--- src/rtl/oa_pkg.sv ---
`default_nettype none
// ============================================================================
// Module   : oa_pkg
// Purpose  : Shared types and helpers for the online (MSD-first) adder tree.
//            - clog2      : ceiling log2 used for tree depth and counter widths
//            - sd_digit_t : radix-2 signed digit carried as (p,n), value p-n
//            - SD_ZERO    : the zero digit injected while flushing
//            - state_t    : frame sequencer states
// Revision : 1.0 - initial release
// ============================================================================
package oa_pkg;

  function automatic int clog2(input int value);
    int r;
    int v;
    r = 0;
    v = value - 1;
    while (v > 0) begin
      r = r + 1;
      v = v >> 1;
    end
    return r;
  endfunction

  typedef struct packed {
    logic p;
    logic n;
  } sd_digit_t;

  localparam sd_digit_t SD_ZERO = '{p: 1'b0, n: 1'b0};

  typedef enum logic [1:0] {
    IDLE   = 2'd0,
    ACCEPT = 2'd1,
    FLUSH  = 2'd2
  } state_t;

endpackage

`default_nettype wire

--- src/rtl/oa_tree_param_if.sv ---
`default_nettype none
// ============================================================================
// Module   : oa_tree_param_if
// Purpose  : Digit-column input / result-digit output bundle of the online
//            adder tree.
// Ports    : in_valid/in_first/x_p/x_n  -> column stream into the tree
//            in_ready                   <- tree accepts a column this cycle
//            z_p/z_n/out_valid/out_first/out_last <- framed result digits
//            busy/err                   <- frame in progress / sticky error
//            Modport slave is the tree side, master the producer/consumer.
// Revision : 1.0 - initial release
// ============================================================================
interface oa_tree_param_if #(
  parameter int N_IN = 8
);
  logic            in_valid;
  logic            in_first;
  logic            in_ready;
  logic [N_IN-1:0] x_p;
  logic [N_IN-1:0] x_n;
  logic            z_p;
  logic            z_n;
  logic            out_valid;
  logic            out_first;
  logic            out_last;
  logic            busy;
  logic            err;

  modport slave (
    input  in_valid, in_first, x_p, x_n,
    output in_ready, z_p, z_n, out_valid, out_first, out_last, busy, err
  );

  modport master (
    output in_valid, in_first, x_p, x_n,
    input  in_ready, z_p, z_n, out_valid, out_first, out_last, busy, err
  );
endinterface

`default_nettype wire

--- src/rtl/oa_stage.sv ---
`default_nettype none
// ============================================================================
// Module   : oa_stage
// Purpose  : One radix-2 signed-digit online adder, z = (a+b)/2, one digit per
//            enabled step, first digit OA_DELAY steps after the first input.
// Ports    : clk, rst (async, active-low), i_en (step enable),
//            i_a/i_b input digits, o_z registered output digit.
// Revision : 1.0 - initial release
// ============================================================================
module oa_stage
  import oa_pkg::*;
#(
  parameter int OA_DELAY = 2   // must be >= 2
) (
  input  wire logic      clk,
  input  wire logic      rst,
  input  wire logic      i_en,
  input  wire sd_digit_t i_a,
  input  wire sd_digit_t i_b,
  output sd_digit_t      o_z
);

  // Column sum s_j = a_j + b_j in [-2,2]. s_j/2 contributes s_j at weight
  // 2^-(j+1) of z, so s_j is split into a transfer t_j (weight 2^-j of z) and
  // a residue u_j (weight 2^-(j+1)). The sign of s_{j+1} steers the split so
  // that u_j + t_{j+1} always lands in {-1,0,+1}.
  logic signed [2:0] w_s_cur;
  logic signed [1:0] w_t;
  logic signed [1:0] w_u;
  logic signed [1:0] w_z;
  logic              w_next_nonneg;

  logic signed [2:0] r_s_prev;
  logic signed [1:0] r_u_prev;
  sd_digit_t         r_pipe [OA_DELAY-1];

  assign w_s_cur       = $signed(3'(i_a.p) + 3'(i_b.p) - 3'(i_a.n) - 3'(i_b.n));
  assign w_next_nonneg = ~w_s_cur[2];

  always_comb begin
    w_t = 2'sd0;
    w_u = 2'sd0;
    case (r_s_prev)
      3'sd2:  begin w_t = 2'sd1;  w_u = 2'sd0; end
      -3'sd2: begin w_t = -2'sd1; w_u = 2'sd0; end
      3'sd1: begin
        if (w_next_nonneg) begin w_t = 2'sd1; w_u = -2'sd1; end
        else               begin w_t = 2'sd0; w_u = 2'sd1;  end
      end
      -3'sd1: begin
        if (w_next_nonneg) begin w_t = 2'sd0;  w_u = -2'sd1; end
        else               begin w_t = -2'sd1; w_u = 2'sd1;  end
      end
      default: begin w_t = 2'sd0; w_u = 2'sd0; end
    endcase
  end

  assign w_z = r_u_prev + w_t;

  // The digit produced combinationally in step k is digit k; one register
  // gives an online delay of 2, the remaining OA_DELAY-2 registers pad it.
  always_ff @(posedge clk or negedge rst) begin
    if (!rst) begin
      r_s_prev <= 3'sd0;
      r_u_prev <= 2'sd0;
      for (int i = 0; i < OA_DELAY-1; i++) begin
        r_pipe[i] <= SD_ZERO;
      end
    end else if (i_en) begin
      r_s_prev    <= w_s_cur;
      r_u_prev    <= w_u;
      r_pipe[0].p <= (w_z == 2'sd1);
      r_pipe[0].n <= (w_z == -2'sd1);
      for (int i = 1; i < OA_DELAY-1; i++) begin
        r_pipe[i] <= r_pipe[i-1];
      end
    end
  end

  assign o_z = r_pipe[OA_DELAY-2];

endmodule

`default_nettype wire

--- src/rtl/oa_tree_param.sv ---
`default_nettype none
// ============================================================================
// Module   : oa_tree_param
// Purpose  : Balanced binary tree of online adders summing N_IN signed-digit
//            operands MSD-first; result Z = sum(x_i)/N_IN, DIGITS+LEVELS
//            digits, with frame sequencing, stall, flush and output framing.
// Ports    : clk, rst (async, active-low), bus (oa_tree_param_if.slave).
// Revision : 1.0 - initial release
// ============================================================================
module oa_tree_param
  import oa_pkg::*;
#(
  parameter int N_IN     = 8,
  parameter int DIGITS   = 16,
  parameter int OA_DELAY = 2
) (
  input  wire logic       clk,
  input  wire logic       rst,
  oa_tree_param_if.slave  bus
);

  localparam int LEVELS     = clog2(N_IN);
  localparam int c_lat      = LEVELS * OA_DELAY;
  localparam int c_flush    = c_lat + LEVELS;
  localparam int c_last     = DIGITS + c_flush - 1;
  localparam int c_pos_w    = clog2(c_last + 1);

  // r_pos counts steps since the in_first step (that step is position 0).
  // Positions 0..DIGITS-1 consume columns, the rest are flush steps.
  localparam logic [c_pos_w-1:0] c_pos_last_col = c_pos_w'(DIGITS - 1);
  localparam logic [c_pos_w-1:0] c_pos_lat      = c_pos_w'(c_lat);
  localparam logic [c_pos_w-1:0] c_pos_last     = c_pos_w'(c_last);

  state_t             r_state;
  state_t             w_state_nxt;
  logic [c_pos_w-1:0] r_pos;
  logic               r_err;
  logic               w_step;
  logic               w_flush;
  logic               w_in_ready;
  logic               w_busy;
  logic               w_out_valid;

  // ---------------- FSM: state register ----------------
  always_ff @(posedge clk or negedge rst) begin
    if (!rst) r_state <= IDLE;
    else      r_state <= w_state_nxt;
  end

  // ---------------- FSM: next state ----------------
  always_comb begin
    w_state_nxt = r_state;
    case (r_state)
      IDLE: begin
        // r_pos is 0 here, so a single-digit frame goes straight to FLUSH.
        if (bus.in_valid && bus.in_first)
          w_state_nxt = (r_pos == c_pos_last_col) ? FLUSH : ACCEPT;
      end
      ACCEPT: begin
        if (bus.in_valid && (r_pos == c_pos_last_col)) w_state_nxt = FLUSH;
      end
      FLUSH: begin
        if (r_pos == c_pos_last) w_state_nxt = IDLE;
      end
      default: w_state_nxt = IDLE;
    endcase
  end

  // ---------------- FSM: outputs ----------------
  always_comb begin
    w_in_ready = 1'b1;
    w_busy     = 1'b0;
    w_step     = 1'b0;
    w_flush    = 1'b0;
    case (r_state)
      IDLE: begin
        w_step = bus.in_valid & bus.in_first;
      end
      ACCEPT: begin
        w_busy = 1'b1;
        w_step = bus.in_valid;
      end
      FLUSH: begin
        w_busy     = 1'b1;
        w_in_ready = 1'b0;
        w_step     = 1'b1;
        w_flush    = 1'b1;
      end
      default: begin
        w_in_ready = 1'b1;
      end
    endcase
  end

  // ---------------- step position counter ----------------
  always_ff @(posedge clk or negedge rst) begin
    if (!rst) begin
      r_pos <= '0;
    end else if (w_step) begin
      if (r_pos == c_pos_last) r_pos <= '0;
      else                     r_pos <= r_pos + 1'b1;
    end
  end

  // ---------------- sticky protocol error ----------------
  always_ff @(posedge clk or negedge rst) begin
    if (!rst) begin
      r_err <= 1'b0;
    end else if (bus.in_valid) begin
      if ((r_state == IDLE && !bus.in_first) || (r_state == ACCEPT && bus.in_first))
        r_err <= 1'b1;
    end
  end

  // ---------------- adder tree ----------------
  // Heap numbering: node i (1..N_IN-1) adds nodes 2i and 2i+1; leaves are
  // nodes N_IN..2*N_IN-1. Each level halves, so the root is sum/N_IN.
  sd_digit_t w_node [1:2*N_IN-1];

  for (genvar k = 0; k < N_IN; k++) begin : g_leaf
    assign w_node[N_IN+k] = w_flush ? SD_ZERO : {bus.x_p[k], bus.x_n[k]};
  end

  for (genvar i = 1; i < N_IN; i++) begin : g_node
    oa_stage #(
      .OA_DELAY (OA_DELAY)
    ) u_stage (
      .clk  (clk),
      .rst  (rst),
      .i_en (w_step),
      .i_a  (w_node[2*i]),
      .i_b  (w_node[2*i+1]),
      .o_z  (w_node[i])
    );
  end

  // ---------------- output framing ----------------
  // Root digit 1 is visible at position c_lat; the last digit coincides with
  // the final flush step.
  assign w_out_valid   = w_step && (r_pos >= c_pos_lat);

  assign bus.in_ready  = w_in_ready;
  assign bus.busy      = w_busy;
  assign bus.err       = r_err;
  assign bus.out_valid = w_out_valid;
  assign bus.out_first = w_out_valid && (r_pos == c_pos_lat);
  assign bus.out_last  = w_out_valid && (r_pos == c_pos_last);
  assign bus.z_p       = w_out_valid & w_node[1].p;
  assign bus.z_n       = w_out_valid & w_node[1].n;

endmodule

`default_nettype wire

--- src/flat_wrapper.sv ---
// flat-port wrapper written by rule: the top's interface ports become plain ports
module oa_tree_param_flat import oa_pkg::*;
#(
  parameter int N_IN     = 8,
  parameter int DIGITS   = 16,
  parameter int OA_DELAY = 2
)
  (clk, rst, bus_in_valid, bus_in_first, bus_x_p, bus_x_n, bus_in_ready, bus_z_p, bus_z_n, bus_out_valid, bus_out_first, bus_out_last, bus_busy, bus_err);
  oa_tree_param_if #(.N_IN(N_IN)) bus_i ();
  input  wire logic clk;
  input  wire logic rst;
  input wire logic [$bits(bus_i.in_valid)-1:0] bus_in_valid;
  input wire logic [$bits(bus_i.in_first)-1:0] bus_in_first;
  input wire logic [$bits(bus_i.x_p)-1:0] bus_x_p;
  input wire logic [$bits(bus_i.x_n)-1:0] bus_x_n;
  output wire logic [$bits(bus_i.in_ready)-1:0] bus_in_ready;
  output wire logic [$bits(bus_i.z_p)-1:0] bus_z_p;
  output wire logic [$bits(bus_i.z_n)-1:0] bus_z_n;
  output wire logic [$bits(bus_i.out_valid)-1:0] bus_out_valid;
  output wire logic [$bits(bus_i.out_first)-1:0] bus_out_first;
  output wire logic [$bits(bus_i.out_last)-1:0] bus_out_last;
  output wire logic [$bits(bus_i.busy)-1:0] bus_busy;
  output wire logic [$bits(bus_i.err)-1:0] bus_err;
  assign bus_i.in_valid = bus_in_valid;
  assign bus_i.in_first = bus_in_first;
  assign bus_i.x_p = bus_x_p;
  assign bus_i.x_n = bus_x_n;
  assign bus_in_ready = bus_i.in_ready;
  assign bus_z_p = bus_i.z_p;
  assign bus_z_n = bus_i.z_n;
  assign bus_out_valid = bus_i.out_valid;
  assign bus_out_first = bus_i.out_first;
  assign bus_out_last = bus_i.out_last;
  assign bus_busy = bus_i.busy;
  assign bus_err = bus_i.err;
  oa_tree_param #(.N_IN(N_IN), .DIGITS(DIGITS), .OA_DELAY(OA_DELAY)) u_core (.clk(clk), .rst(rst), .bus(bus_i));
endmodule
--- config.mk ---
export PLATFORM = sky130hd
export DESIGN_NAME = oa_tree_param_flat
export DESIGN_NICKNAME = d
export VERILOG_FILES = /design/src/rtl/oa_pkg.sv /design/src/rtl/oa_tree_param_if.sv /design/src/rtl/oa_stage.sv /design/src/rtl/oa_tree_param.sv /design/src/flat_wrapper.sv
export SDC_FILE = /design/constraint.sdc
export NUM_CORES = 1
export LEC_CHECK = 0
export BUFFER_PORTS_ARGS = -buffer_cell sky130_fd_sc_hd__buf_4
export CAP_MARGIN = 20
export CORE_MARGIN = 4
export CORE_UTILIZATION = 30
export CTS_CLUSTER_DIAMETER = 80
export DETAILED_ROUTE_END_ITERATION = 16
export SLEW_MARGIN = 20
export SYNTH_ARGS = -nofsm -noshare
export SYNTH_HDL_FRONTEND = slang
export SYNTH_SLANG_ARGS = --single-unit
--- constraint.sdc ---
create_clock -name clk -period 5.14 [get_ports clk]
set_clock_uncertainty 0.2 [all_clocks]
set_input_delay 0.514 -clock clk [delete_from_list [all_inputs] [get_ports clk]]
set_output_delay 0.514 -clock clk [all_outputs]
set_load 0.1 [all_outputs]
# After elaboration in Yosys (flattened, before gate mapping)

Index checks and enable logic that the tools add are counted.

Muxes and demuxes: 53
$lt $le $gt $ge: 1
Reduce and logical (&&, ||, !) cells: 20
Add/subtract/negate cells: 29
Bitwise gates (word level): 3
Eq/ne operators: 50

Operators by type and width:

| cell                  | number |
|---|---|
| $mux W2               | 33 |
| $pmux W2 S4           | 7 |
| $eq A3 B3 Y1 const B  | 14 |
| $sub A3 B1 Y3         | 14 |
| $eq A3 B1 Y1 const B  | 7 |
| $eq A3 B2 Y1 const B  | 7 |
| $eq A2 B1 Y1 const B  | 8 |
| $eq A2 B2 Y1 const B  | 8 |
| $reduce_or A2 Y1      | 8 |
| $add A1 B1 Y2         | 7 |
| $add A2 B2 Y2         | 7 |
| $mux W1               | 10 |
| $logic_and A1 B1 Y1   | 7 |
| $ne A2 B1 Y1 const B  | 3 |
| $pmux W2 S3           | 1 |
| $add A5 B1 Y5 const B | 1 |
| $eq A5 B3 Y1 const B  | 1 |
| $eq A5 B4 Y1 const B  | 1 |
| $eq A5 B5 Y1 const B  | 1 |
| $ge A5 B3 Y1 const B  | 1 |
| $mux W5               | 1 |
| $and A1 B1 Y1         | 3 |
| $pmux W1 S3           | 1 |
| $reduce_and A3 Y1     | 1 |
| other kinds (4)       | 4 |

Input bits: 20
Register bits: 57

# Logic depth before layout (Yosys ltp)

Gate-level depths: netlist of run 1.

Depth after elaboration: 10
Depth in mapped cells: 15

# Cells and area by module

Synthesis of run 1 repeated with hierarchy kept, for this count alone.

Cell total of the unflattened synthesis: 386
Area total of the unflattened synthesis: 3757.4 um^2

By module, submodules not included:

| module        | instances | cells each | seq. area each (um^2) | area an instance (um^2) |
|---|---|---|---|---|
| oa_stage      | 7         | 44         | 175.2                 | 431.7 |
| oa_tree_param | 1         | 78         | 200.2                 | 735.7 |

# Least setup slack after synthesis of run 1

OpenSTA, ideal clock, no wires.

Path kind: register -> output
Start: register u_core.r_state[0]
End: output bus_z_n
Arrival: 3.275 ns
Slack: 1.151 ns
Data required time: 4.426 ns
Buffers on the path: 1
Stages on the path, launching flop included: 7
Path through: dfrtp_1 -> inv_1 -> ha_1 -> o21bai_2 -> buf_2 -> a211oi_2 -> and2_1

Word-level cells in the longest chain between the ends: 4
Elaborated cells between the ends (all ways): 6
Classes of those cells: eq/ne (2); mux (1); bitwise (1); reduce/logical (2)

RTL lines:

| item                                       | line                 | source |
|---|---|---|
| start: declaration                         | oa_tree_param.sv:34  | `state_t r_state;` |
| start signal: assignment                   | oa_tree_param.sv:47  | `else r_state <= w_state_nxt;` |
| $eq A2 B2 Y1, or another cell as far along | oa_tree_param.sv:75  | `case (r_state)` |
| $pmux W1 S3 (*)                            | oa_tree_param.sv:75  |  |
| $logic_and A1 B1 Y1 (*)                    | oa_tree_param.sv:140 | `assign w_out_valid = w_step && (r_pos >= c_pos_lat);` |
| net bus_out_valid                          | flat_wrapper.sv:19   | `output wire logic [$bits(bus_i.out_valid)-1:0] bus_out_valid;` |
| $and A1 B1 Y1 (*)                          | oa_tree_param.sv:149 | `assign bus.z_n = w_out_valid & w_node[1].n;` |
| end: declaration                           | flat_wrapper.sv:18   | `output wire logic [$bits(bus_i.z_n)-1:0] bus_z_n;` |

The timed path passes the listed nets; every way through them passes the cells marked *.

# Worst setup path after layout of run 1

Start: register u_core.r_state[0]
End: register u_core.g_node[5].u_stage.r_pipe (netlist bit u_core.g_node[5].u_stage.o_z[0])

Word-level cells in the longest chain between the ends: 10
Elaborated cells between the ends (all ways): 15
Classes of those cells: add/sub (4); eq/ne (3); mux (7); reduce/logical (1)

RTL lines:

| item                                    | line                           | source |
|---|---|---|
| $eq A2 B2 Y1 (*)                        | oa_tree_param.sv:75            |  |
| $mux W1 (*)                             | oa_tree_param.sv:75            |  |
| $mux W2                                 | oa_tree_param.sv:121           | `assign w_node[N_IN+k] = w_flush ? SD_ZERO : {bus.x_p[k], bus.x_n[k]};` |
| $add A1 B1 Y2                           | oa_stage.sv:37                 | `assign w_s_cur = $signed(3'(i_a.p) + 3'(i_b.p) - 3'(i_a.n) - 3'(i_b.n));` |
| $sub A3 B1 Y3                           | oa_stage.sv:37                 |  |
| $sub A3 B1 Y3 (*)                       | oa_stage.sv:37                 |  |
| net u_core.g_node[5].u_stage.w_s_cur[2] | oa_stage.sv:27                 | `logic signed [2:0] w_s_cur;` |
| $mux W2 or $mux W1 (tied branches)      | oa_stage.sv:51, oa_stage.sv:47 |  |
| $pmux W2 S4 (*)                         | oa_stage.sv:43                 | `case (r_s_prev)` |
| $add A2 B2 Y2 (*)                       | oa_stage.sv:58                 | `assign w_z = r_u_prev + w_t;` |
| $eq A2 B1 Y1 (*)                        | oa_stage.sv:73                 | `r_pipe[0].n <= (w_z == -2'sd1);` |
| end signal: indexed assignment          | oa_stage.sv:75                 | `r_pipe[i] <= r_pipe[i-1];` |
| end: declaration                        | oa_stage.sv:35                 | `sd_digit_t r_pipe [OA_DELAY-1];` |

Marked as above.
A chain may end at the register's enable or synchronous reset.

==> results.md, run 1 <==
* Tmin final at 3.638 ns
* Ys flop type: dfrtp_1
* CTS Hold Bufs at 0
* H-tree levels at 3
* FFs w/ async S/R, synth at 1.000
* First-pass GRT wire length at 13280 µm
* GRT overflow at 0
* DRT iter0 DRCs at 151
* TritonCTS clock tree: done
* GRT Resource Usage Total at 0.1134
* Leakage at 1.945 nW
* Fin Hold WS at 0.05986 ns
* Via count of the first global-routing pass at 2822
* Crit Path Class: register to register
* Buffer count from post-CTS setup fixing at 0
* Die Ht at 119.5 µm
* Initial antenna violation count at 0
* Yosys warnings at 0
* Clock root cell: clkbuf_16
* Die ar. at 0.01428 mm²
* Final GP Congestion at 0.7479
* CTS resizes at 0
* Clock tree buffer depth at 2
* Register bit total from synthesis at 57
* Crit start category: register
* N_diodes at 0
* CTS Buf Count at 9
* CTS clk-pin slew, worst paths at 0.05 ns
* PwrDens at 677.1 mW/mm²
* IO Port Bufs at 27
* Highest Clock Rate at 274.9 MHz
* Core box area at 0.01211 mm²
* Outcome: completed
* IO Pins at 28
* Syn avg cell area at 9.710 µm²
* Final setup viols at 0
* Placed cell area at 0.004056 mm²
* Largest net degree at the start of global routing at 58
* Number of synthesized flops with an enable pin at 0
* Maxcap violations at 0
* Area Growth Syn to Fin at 16.74%
* FP Rows at 40
* Starting Density at 0.3079
* Synthesized area at 0.003729 mm²
* Fin nets at 460
* Mapped Nets at 440
* Maximum vdd drop at 0.3268 mV
* Seq/Total Area, Yosys at 0.3826
* Clk_lat worst skew at 0.32 ns
* Post-DP HPWL at 5093 µm
* Tcrit/Tclk final at 0.7077
* Die extent in x at 119.5 µm
* End-of-flow core utilization at 0.3594
* Drt pass-1 iters at 4
* Routed vias at 2841
* Min-delay worst type: primary input to asynchronous set/reset pin
* Fin. Hold Viols at 0
* Dominant cell type by area after synthesis: dfrtp_1
* Post-route setup TNS at 0 ns
* Fin area at 0.004353 mm²
* RSZ-0062 raised after global routing: false
* Slew HR at 0.4254
* Share of cells above drive strength 1 at 0.1593
* Synth area leaders: dfrtp_1 38%, ha_1 9.7%, o21ai_0 8.2%, o31ai_1 5.8%, fa_1 3.8%
* FF-to-FF setup slack at 1.50 ns
* Critical Path Start: u_core.r_state[0]
* WL/cell at 13.17 µm
* Sink Count at 57
* Fill cells at 1272
* Post-route DRC at 0
* Yosys top cell area share at 0.3826
* CP arrival at 3.66 ns
* Post-Synthesis Cells at 384
* Worst-margin pin slew at 0.8591 ns
* R2R Path End: u_core.g_node[5].u_stage.o_z[0]
* Max FO, Critical Path at 15
* Via-per-instance ratio at 4.932
* Synth cell types at 46
* Max-slew violations at 0
* R2R cell count at 13
* ANT nets after route at 0
* Critical Path RT at 5.16 ns
* Worst R2R Start: u_core.r_state[0]
* Drt total wl at 7587 µm
* Crit. End Element: register
kinds of logic after synthesis:
kind of cell    count (synthesis)  share of synthesized area
compound gates                124                     0.2107
simple gates                   90                     0.1326
flops                          57                     0.3826
buf+inv                        44                    0.05100
fa+ha+maj                      36                     0.1349
xor+xnor                       21                    0.04933
mux                            12                    0.03893
sequential cells by signal, indices dropped and copies added, names as in the netlist:
register,count
u_core.g_node.u_stage.o_z,14
u_core.g_node.u_stage.r_u_prev,14
u_core.r_state,2
u_core.bus.err,1
u_core.g_node.u_stage.r_s_prev,21
u_core.r_pos,5
through the flow:
step                total power [W]  cells  setup WS [ns]
finish                     0.002947    576          1.502
CTS                        0.002992    576          1.443
global route               0.003226    576          1.136
global placement           0.002335    561          1.660
floorplan                  0.002052    384          1.151
detailed placement         0.002380    561          1.458
worst max-delay path: stages (launching register included):
cell,delay (ns)
dfrtp_1,0.40
inv_1,0.11
ha_1,0.59
clkinv_1,0.42
nand2_1,0.19
fa_1,0.19
inv_1,0.04
ha_1,0.23
nand2b_1,0.18
o31ai_1,0.21
ha_1,0.24
xor2_1,0.20
a31oi_1,0.06
o31ai_1,0.26
layout make-up:
class                   count  area, µm²  share of cell area
well taps                 168      210.2             0.04829
clock buffers              12      256.5             0.05893
clock inverters             3      40.04            0.009198
repair buffers             29      217.7             0.05001
flip-flops and latches     57       1426              0.3277
multi-input cells         283       2112              0.4852
inverters                  24      90.09             0.02070
cells in the mapped netlist, types with 6 or more instances:
cell,number
nand3_1,11
nand2b_1,8
mux2_2,8
clkbuf_1,12
nor3_1,14
nand2_1,25
fa_1,7
o31ai_1,29
a31oi_1,15
xor2_1,11
inv_1,23
ha_1,29
dfrtp_1,57
xnor2_1,10
and2_1,6
nor2b_1,15
o21ai_0,61
where the power goes:
part | switching, W | total, W | internal, W | leakage [nW]
clock | 0.000190 | 0.000586 | 0.000396 | 0.148
sequential | 0.000199 | 0.000839 | 0.000640 | 0.733
combinational | 0.000941 | 0.00152 | 0.000581 | 1.06
total | 0.00133 | 0.00295 | 0.00162 | 1.94
how the worst max path moves through the flow:
| stage | endpoint | slack, ns | depth (start not counted) |
|---|---|---|---|
| 2_1_floorplan | bus_z_n | 1.15 | 6 |
| 3_3_place_gp | u_core.g_node[6].u_stage.o_z[0] | 1.66 | 13 |
| 3_5_place_dp | u_core.g_node[5].u_stage.o_z[0] | 1.46 | 13 |
| 4_1_cts | u_core.g_node[5].u_stage.o_z[0] | 1.44 | 13 |
| 5_1_grt | u_core.g_node[5].u_stage.o_z[0] | 1.14 | 13 |
| 6_report | u_core.g_node[5].u_stage.o_z[0] | 1.50 | 13 |
cells in the final DEF, fill, tap and decap left out, types with 14 or more instances in the layout:
cell type,count
ha_1,29
nor2b_1,15
buf_4,29
dfrtp_1,57
nand2_1,25
o21ai_0,61
o31ai_1,29
nor3_1,14
a31oi_1,15
inv_1,23
per-layer routing:
layer  routed length, µm  up-vias  track usage
met2                3535       45       0.1850
met3                 272        8      0.02517
met1                3660     1375       0.1449
met4                 117        0      0.04724
met5                   0        -            0
li1                    -     1413            -
(Power assumes the default switching activity.)
==> run 2: changes to the inputs <==
==> constraint.sdc (replaced) <==
create_clock -name clk -period 3.1 [get_ports clk]
set_clock_uncertainty 0.2 [all_clocks]
set_input_delay 0.31 -clock clk [delete_from_list [all_inputs] [get_ports clk]]
set_output_delay 0.31 -clock clk [all_outputs]
set_load 0.1 [all_outputs]
==> run 2 against run 1 <==
Compared with the run above: final cell count increased by 2.1%; flip-flop and latch count unchanged; sequential power increased by 67%; critical path depth increased by 2; sequential share of layout area decreased by 1.9 points; combinational power increased by 88%; register-to-register slack got worse by 1.4 ns; critical endpoint is now u_core.g_node[6].u_stage.o_z[0].
==> results.md, run 2 (same netlist as run 1, synthesis figures left out) <==
* H-tree levels at 3
* Tcrit/Tclk final at 0.9769
* Min-delay worst type: primary input to register
* Post-route DRC at 0
* Outcome: completed
* Routed vias at 2936
* IO Port Bufs at 27
* Switching Power at 0.002380 W
* FP Rows at 40
* Via-per-instance ratio at 4.993
* Initial antenna violation count at 0
* Share of cells above drive strength 1 at 0.2548
* CP top delay family: adder cells
* PwrDens at 1138 mW/mm²
* First-pass GRT wire length at 13790 µm
* Comb power frac at 0.542
* Drt pass-1 iters at 4
* Highest Clock Rate at 330.2 MHz
* Fin Hold WS at 0.04521 ns
* Crit path max-delay cell type: dfrtp_1
* ANT nets after route at 0
* Largest net degree at the start of global routing at 58
* Area Growth Syn to Fin at 23.96%
* Critical Path RT at 3.12 ns
* CTS clk-pin slew, worst paths at 0.05 ns
* Worst-margin pin slew at 0.7562 ns
* WL/cell at 13.99 µm
* Clock root cell: clkbuf_16
* WP buf/inv at 5
* Placed cells at 568
* Drt total wl at 8224 µm
* Cell Int Power at 0.002878 W
* Clk_lat worst skew at 0.33 ns
* CP arrival at 3.05 ns
* Seq. cell area at 0.001428 mm²
* Max FFs per register at 21
* Post-route setup TNS at 0 ns
* Die Ht at 119.5 µm
* RSZ-0062 raised after global routing: true
* Part of the power in registers at 0.267
* IO Pins at 28
* Clock tree buffer depth at 2
* Fin. Hold Viols at 0
* Final setup viols at 0
* Fill cells at 1240
* Max-slew violations at 0
* TritonCTS clock tree: done
* DRT iter0 DRCs at 151
* Most frequent cells in the layout: 61 x o21ai_0, 56 x dfrtp_1, 38 x buf_4, 27 x o31ai_1, 25 x nand2_1
* Crit. End Element: register
* Crit Path Class: register to register
* GRT Resource Usage Total at 0.1185
* Clock power share at 0.191
* Final GP Congestion at 0.7997
* Tmin final at 3.028 ns
* Crit start category: register
* Maximum vdd drop at 0.5018 mV
* Starting Density at 0.3079
* Via count of the first global-routing pass at 2923
* Slowest stage delay, CP at 0.37 ns
* GRT overflow at 0
* Post-DP HPWL at 5281 µm
* Final non-filler cell total at 588
* Max FO, Critical Path at 9
* Sink Count at 57
* Maxcap violations at 0
* Core box area at 0.01211 mm²
* Commonest non-fill, non-tap cell in the layout: o21ai_0
* Multi-input logic area at 0.002267 mm²
* Die extent in x at 119.5 µm
* Fin nets at 471
* Slew HR at 0.4959
* N_diodes at 0
* Reg with most FFs: u_core.g_node.u_stage.r_s_prev
* Leakage at 2.008 nW
* Die ar. at 0.01428 mm²
* CTS Buf Count at 9
* Crit-path cells: inv_1 -> ha_4 -> buf_4 -> buf_4 -> clkinv_4 -> nand2_1 -> fa_2 -> inv_2 -> ha_4 -> nand2b_1 -> o31ai_1 -> ha_2 -> xor2_2 -> a31oi_1 -> o31ai_1
* Switching fraction of total power at 0.4526
-- run 2: cell count changes in the layout (fill, tap and decap cells not counted), sizes merged --
cell / delta
buf: +10
clkinv: +2
clkbuf: -1
dlygate4sd3: +1
-- run 2: routing by layer --
layer,track usage,wire (µm)
met1,0.1540,3775
met2,0.1886,3943
met3,0.02564,447
met4,0.05369,58
met5,0,0
-- run 2: path summary, 6_finish.rpt --
path | start | end | slack, ns | cells after the start
min reg2reg | u_core.bus.err | u_core.bus.err | 0.26 | 1
min | bus_in_valid | u_core.bus.err | 0.05 | 2
max | u_core.r_state[0] | u_core.g_node[6].u_stage.o_z[0] | 0.07 | 15
max in group asynchronous | rst | u_core.r_state[1] | 1.75 | 2
min in group asynchronous | rst | u_core.g_node[2].u_stage.r_u_prev[1] | 0.40 | 2
max reg2reg | u_core.r_state[0] | u_core.g_node[6].u_stage.o_z[0] | 0.07 | 15
-- run 2: power by group through the flow --
stage               combinational, W  sequential (W)  clock, W
global route                 0.00319         0.00146   0.00107
finish                       0.00285         0.00140   0.00101
detailed placement           0.00268         0.00140         0
CTS                          0.00270         0.00139   0.00103
floorplan                    0.00215         0.00128         0
global placement             0.00259         0.00138         0
-- run 2: metrics by stage --
stage / worst slack (ns) / util / power [W] / area [µm²]
5_1_grt: -0.04976 / 0.3816 / 0.005720 / 4622
6_report: 0.07165 / 0.3816 / 0.005258 / 4622
2_1_floorplan: 0.01838 / - / 0.003431 / 3749
4_1_cts: 0.009637 / 0.3677 / 0.005128 / 4453
3_3_place_gp: 0.07919 / 0.3407 / 0.003973 / 4126
3_5_place_dp: -0.04949 / 0.3407 / 0.004076 / 4126
-- run 2: area by class of cell --
| type | count | area share |
|---|---|---|
| clock buffers | 11 | 0.05468 |
| repair buffers | 40 | 0.06822 |
| well taps | 168 | 0.04548 |
| flip-flops and latches | 57 | 0.3089 |
| clock inverters | 5 | 0.01164 |
| inverters | 24 | 0.02057 |
| multi-input cells | 283 | 0.4905 |
-- run 2: timing repair --
| action | in CTS | in global routing |
|---|---|---|
| hold buffers | 1 | 0 |
| pin swaps | 0 | 15 |
| endpoints found under the setup margin | 6 | 8 |
| buffers inserted | 0 | 3 |
| resized for setup | 1 | 31 |
| endpoints found under the hold margin | 57 | 0 |
==> run 3: changes to the inputs <==
==> constraint.sdc (replaced) <==
create_clock -name clk -period 3.1 [get_ports clk]
set_clock_uncertainty 0.2 [all_clocks]
set_input_delay 0.62 -clock clk [delete_from_list [all_inputs] [get_ports clk]]
set_output_delay 0.62 -clock clk [all_outputs]
set_load 0.1 [all_outputs]
==> run 3 against run 2 <==
Compared with the run above: final cell count grew 0.85%; clock power is essentially flat; hold slack gained 0.12 ns; sequential power is essentially flat.
==> results.md, run 3 (same netlist as run 1, synthesis figures left out) <==
* ANT nets after route at 0
* Area Growth Syn to Fin at 27.11%
* CTS Hold Bufs at 0
* Fin nets at 476
* Max FFs per register at 21
* N_diodes at 0
* GRT overflow at 0
* CTS clk-pin slew, worst paths at 0.06 ns
* H-tree levels at 3
* Commonest non-fill, non-tap cell in the layout: o21ai_0
* WL/cell at 13.84 µm
* Reg with most FFs: u_core.g_node.u_stage.r_s_prev
* Tcrit/Tclk final at 0.9763
* Crit path setup slack, layout at 0.07337 ns
* Min-delay worst type: primary input to asynchronous set/reset pin
* PwrDens at 1139 mW/mm²
* Fill cells at 1231
* Drt pass-1 iters at 4
* Highest Clock Rate at 330.4 MHz
* Maximum vdd drop at 0.5987 mV
* Share of cells above drive strength 1 at 0.2894
* Via-per-instance ratio at 4.914
* Core box area at 0.01211 mm²
* Fin. Hold Viols at 0
* Routed vias at 2914
* Outcome: completed
* GRT Resource Usage Total at 0.1176
* Via count of the first global-routing pass at 2880
* Starting Density at 0.3079
* RSZ-0062 raised after global routing: true
* CTS Buf Count at 9
* Die Ht at 119.5 µm
* Crit Path Class: register to register
* Die ar. at 0.01428 mm²
* Crit start category: register
* IO Port Bufs at 27
* Post-DP HPWL at 5190 µm
* Final GP Congestion at 0.7865
* TritonCTS clock tree: done
* Initial antenna violation count at 0
* First-pass GRT wire length at 13790 µm
* CP arrival at 3.06 ns
* Clock tree buffer depth at 2
* Highest metal used: met4
* Met2 Wirelength at 3982 µm
* Met3 WL at 444 µm
* Maxcap violations at 0
* Max FO, Critical Path at 5
* Tmin final at 3.027 ns
* Slew HR at 0.5000
* Sink Count at 57
* Largest net degree at the start of global routing at 58
* Worst-margin pin slew at 0.7501 ns
* Crit. End Element: register
* Clk_lat worst skew at 0.32 ns
* IO Pins at 28
* Drt total wl at 8207 µm
* DRT iter0 DRCs at 117
* Die extent in x at 119.5 µm
* Met1 wire length at 3693 µm
* Leakage at 2.038 nW
* FP Rows at 40
* Final setup viols at 0
* Placement Setup Slack at -0.04661 ns
* Critical Path RT at 3.13 ns
* Most frequent cells in the layout: 59 x o21ai_0, 57 x dfrtp_1, 41 x buf_4, 26 x o31ai_1, 24 x nand2_1
* Max-slew violations at 0
* Post-route DRC at 0
* Post-route setup TNS at 0 ns
* Clock root cell: clkbuf_16
## run 3: worst max-delay path, cell delays in order, from the launching register on
cell and delay, ns:
dfrtp_1 0.42, ha_4 0.19, buf_12 0.13, buf_6 0.11, nor2b_1 0.11, ha_1 0.25, fa_2 0.34, inv_2 0.07
ha_4 0.13, a21bo_2 0.13, nand2_2 0.05, o31ai_2 0.08, ha_2 0.27, xor2_2 0.17, a31oi_1 0.06, o31ai_1 0.21
## run 3: where the power goes
group | switching [W] | internal (W)
Clock | 0.000339 | 0.000665
Sequential | 0.000359 | 0.00106
Combinational | 0.00172 | 0.00126
## run 3: timing repair
| item | CTS | global route |
|---|---|---|
| gates cloned | 0 | 0 |
| setup endpoints to repair | 2 | 8 |
| gates resized for setup | 0 | 44 |
| pin swaps | 0 | 17 |
| setup buffers | 0 | 8 |
## run 3: layer usage
metal,track usage,up-vias
li1,-,1434
met1,0.1486,1397
met2,0.1960,75
met3,0.03371,8
met4,0.03364,0
met5,0,-
## run 3: stage by stage
| stage | total power (W) | hold slack, ns | instances | area [µm²] | utilization |
|---|---|---|---|---|---|
| 2_1_floorplan | 0.003517 | 0.1244 | 384 | 3805 | - |
| 3_3_place_gp | 0.004047 | 0.2438 | 569 | 4184 | 0.3455 |
| 3_5_place_dp | 0.004135 | 0.2482 | 569 | 4184 | 0.3455 |
| 4_1_cts | 0.005171 | 0.1997 | 585 | 4492 | 0.3709 |
| 5_1_grt | 0.005888 | 0.2425 | 593 | 4740 | 0.3913 |
| 6_report | 0.005400 | 0.1605 | 593 | 4740 | 0.3913 |
## run 3: layout make-up
type                       instances  area, µm²  share of cell area
timing repair buffer              45      361.6             0.07629
clock buffer                      12      256.5             0.05412
clock inverter                     4      51.30             0.01082
multi-input combinational        283       2338              0.4934
inverter                          24      95.09             0.02006
sequential                        57       1426              0.3010
tap                              168      210.2             0.04435
## run 3: final timing paths
path | startpoint | end | slack [ns] | depth (start not counted)
max | u_core.r_state[1] | u_core.g_node[5].u_stage.o_z[0] | 0.07 | 15
min | rst | u_core.g_node[1].u_stage.r_s_prev[2] | 0.16 | 1
max reg2reg | u_core.r_state[1] | u_core.g_node[5].u_stage.o_z[0] | 0.07 | 15
min reg2reg | u_core.bus.err | u_core.bus.err | 0.25 | 1
max in group asynchronous | rst | u_core.g_node[2].u_stage.r_u_prev[0] | 2.04 | 1
min in group clk | u_core.bus.err | u_core.bus.err | 0.25 | 1
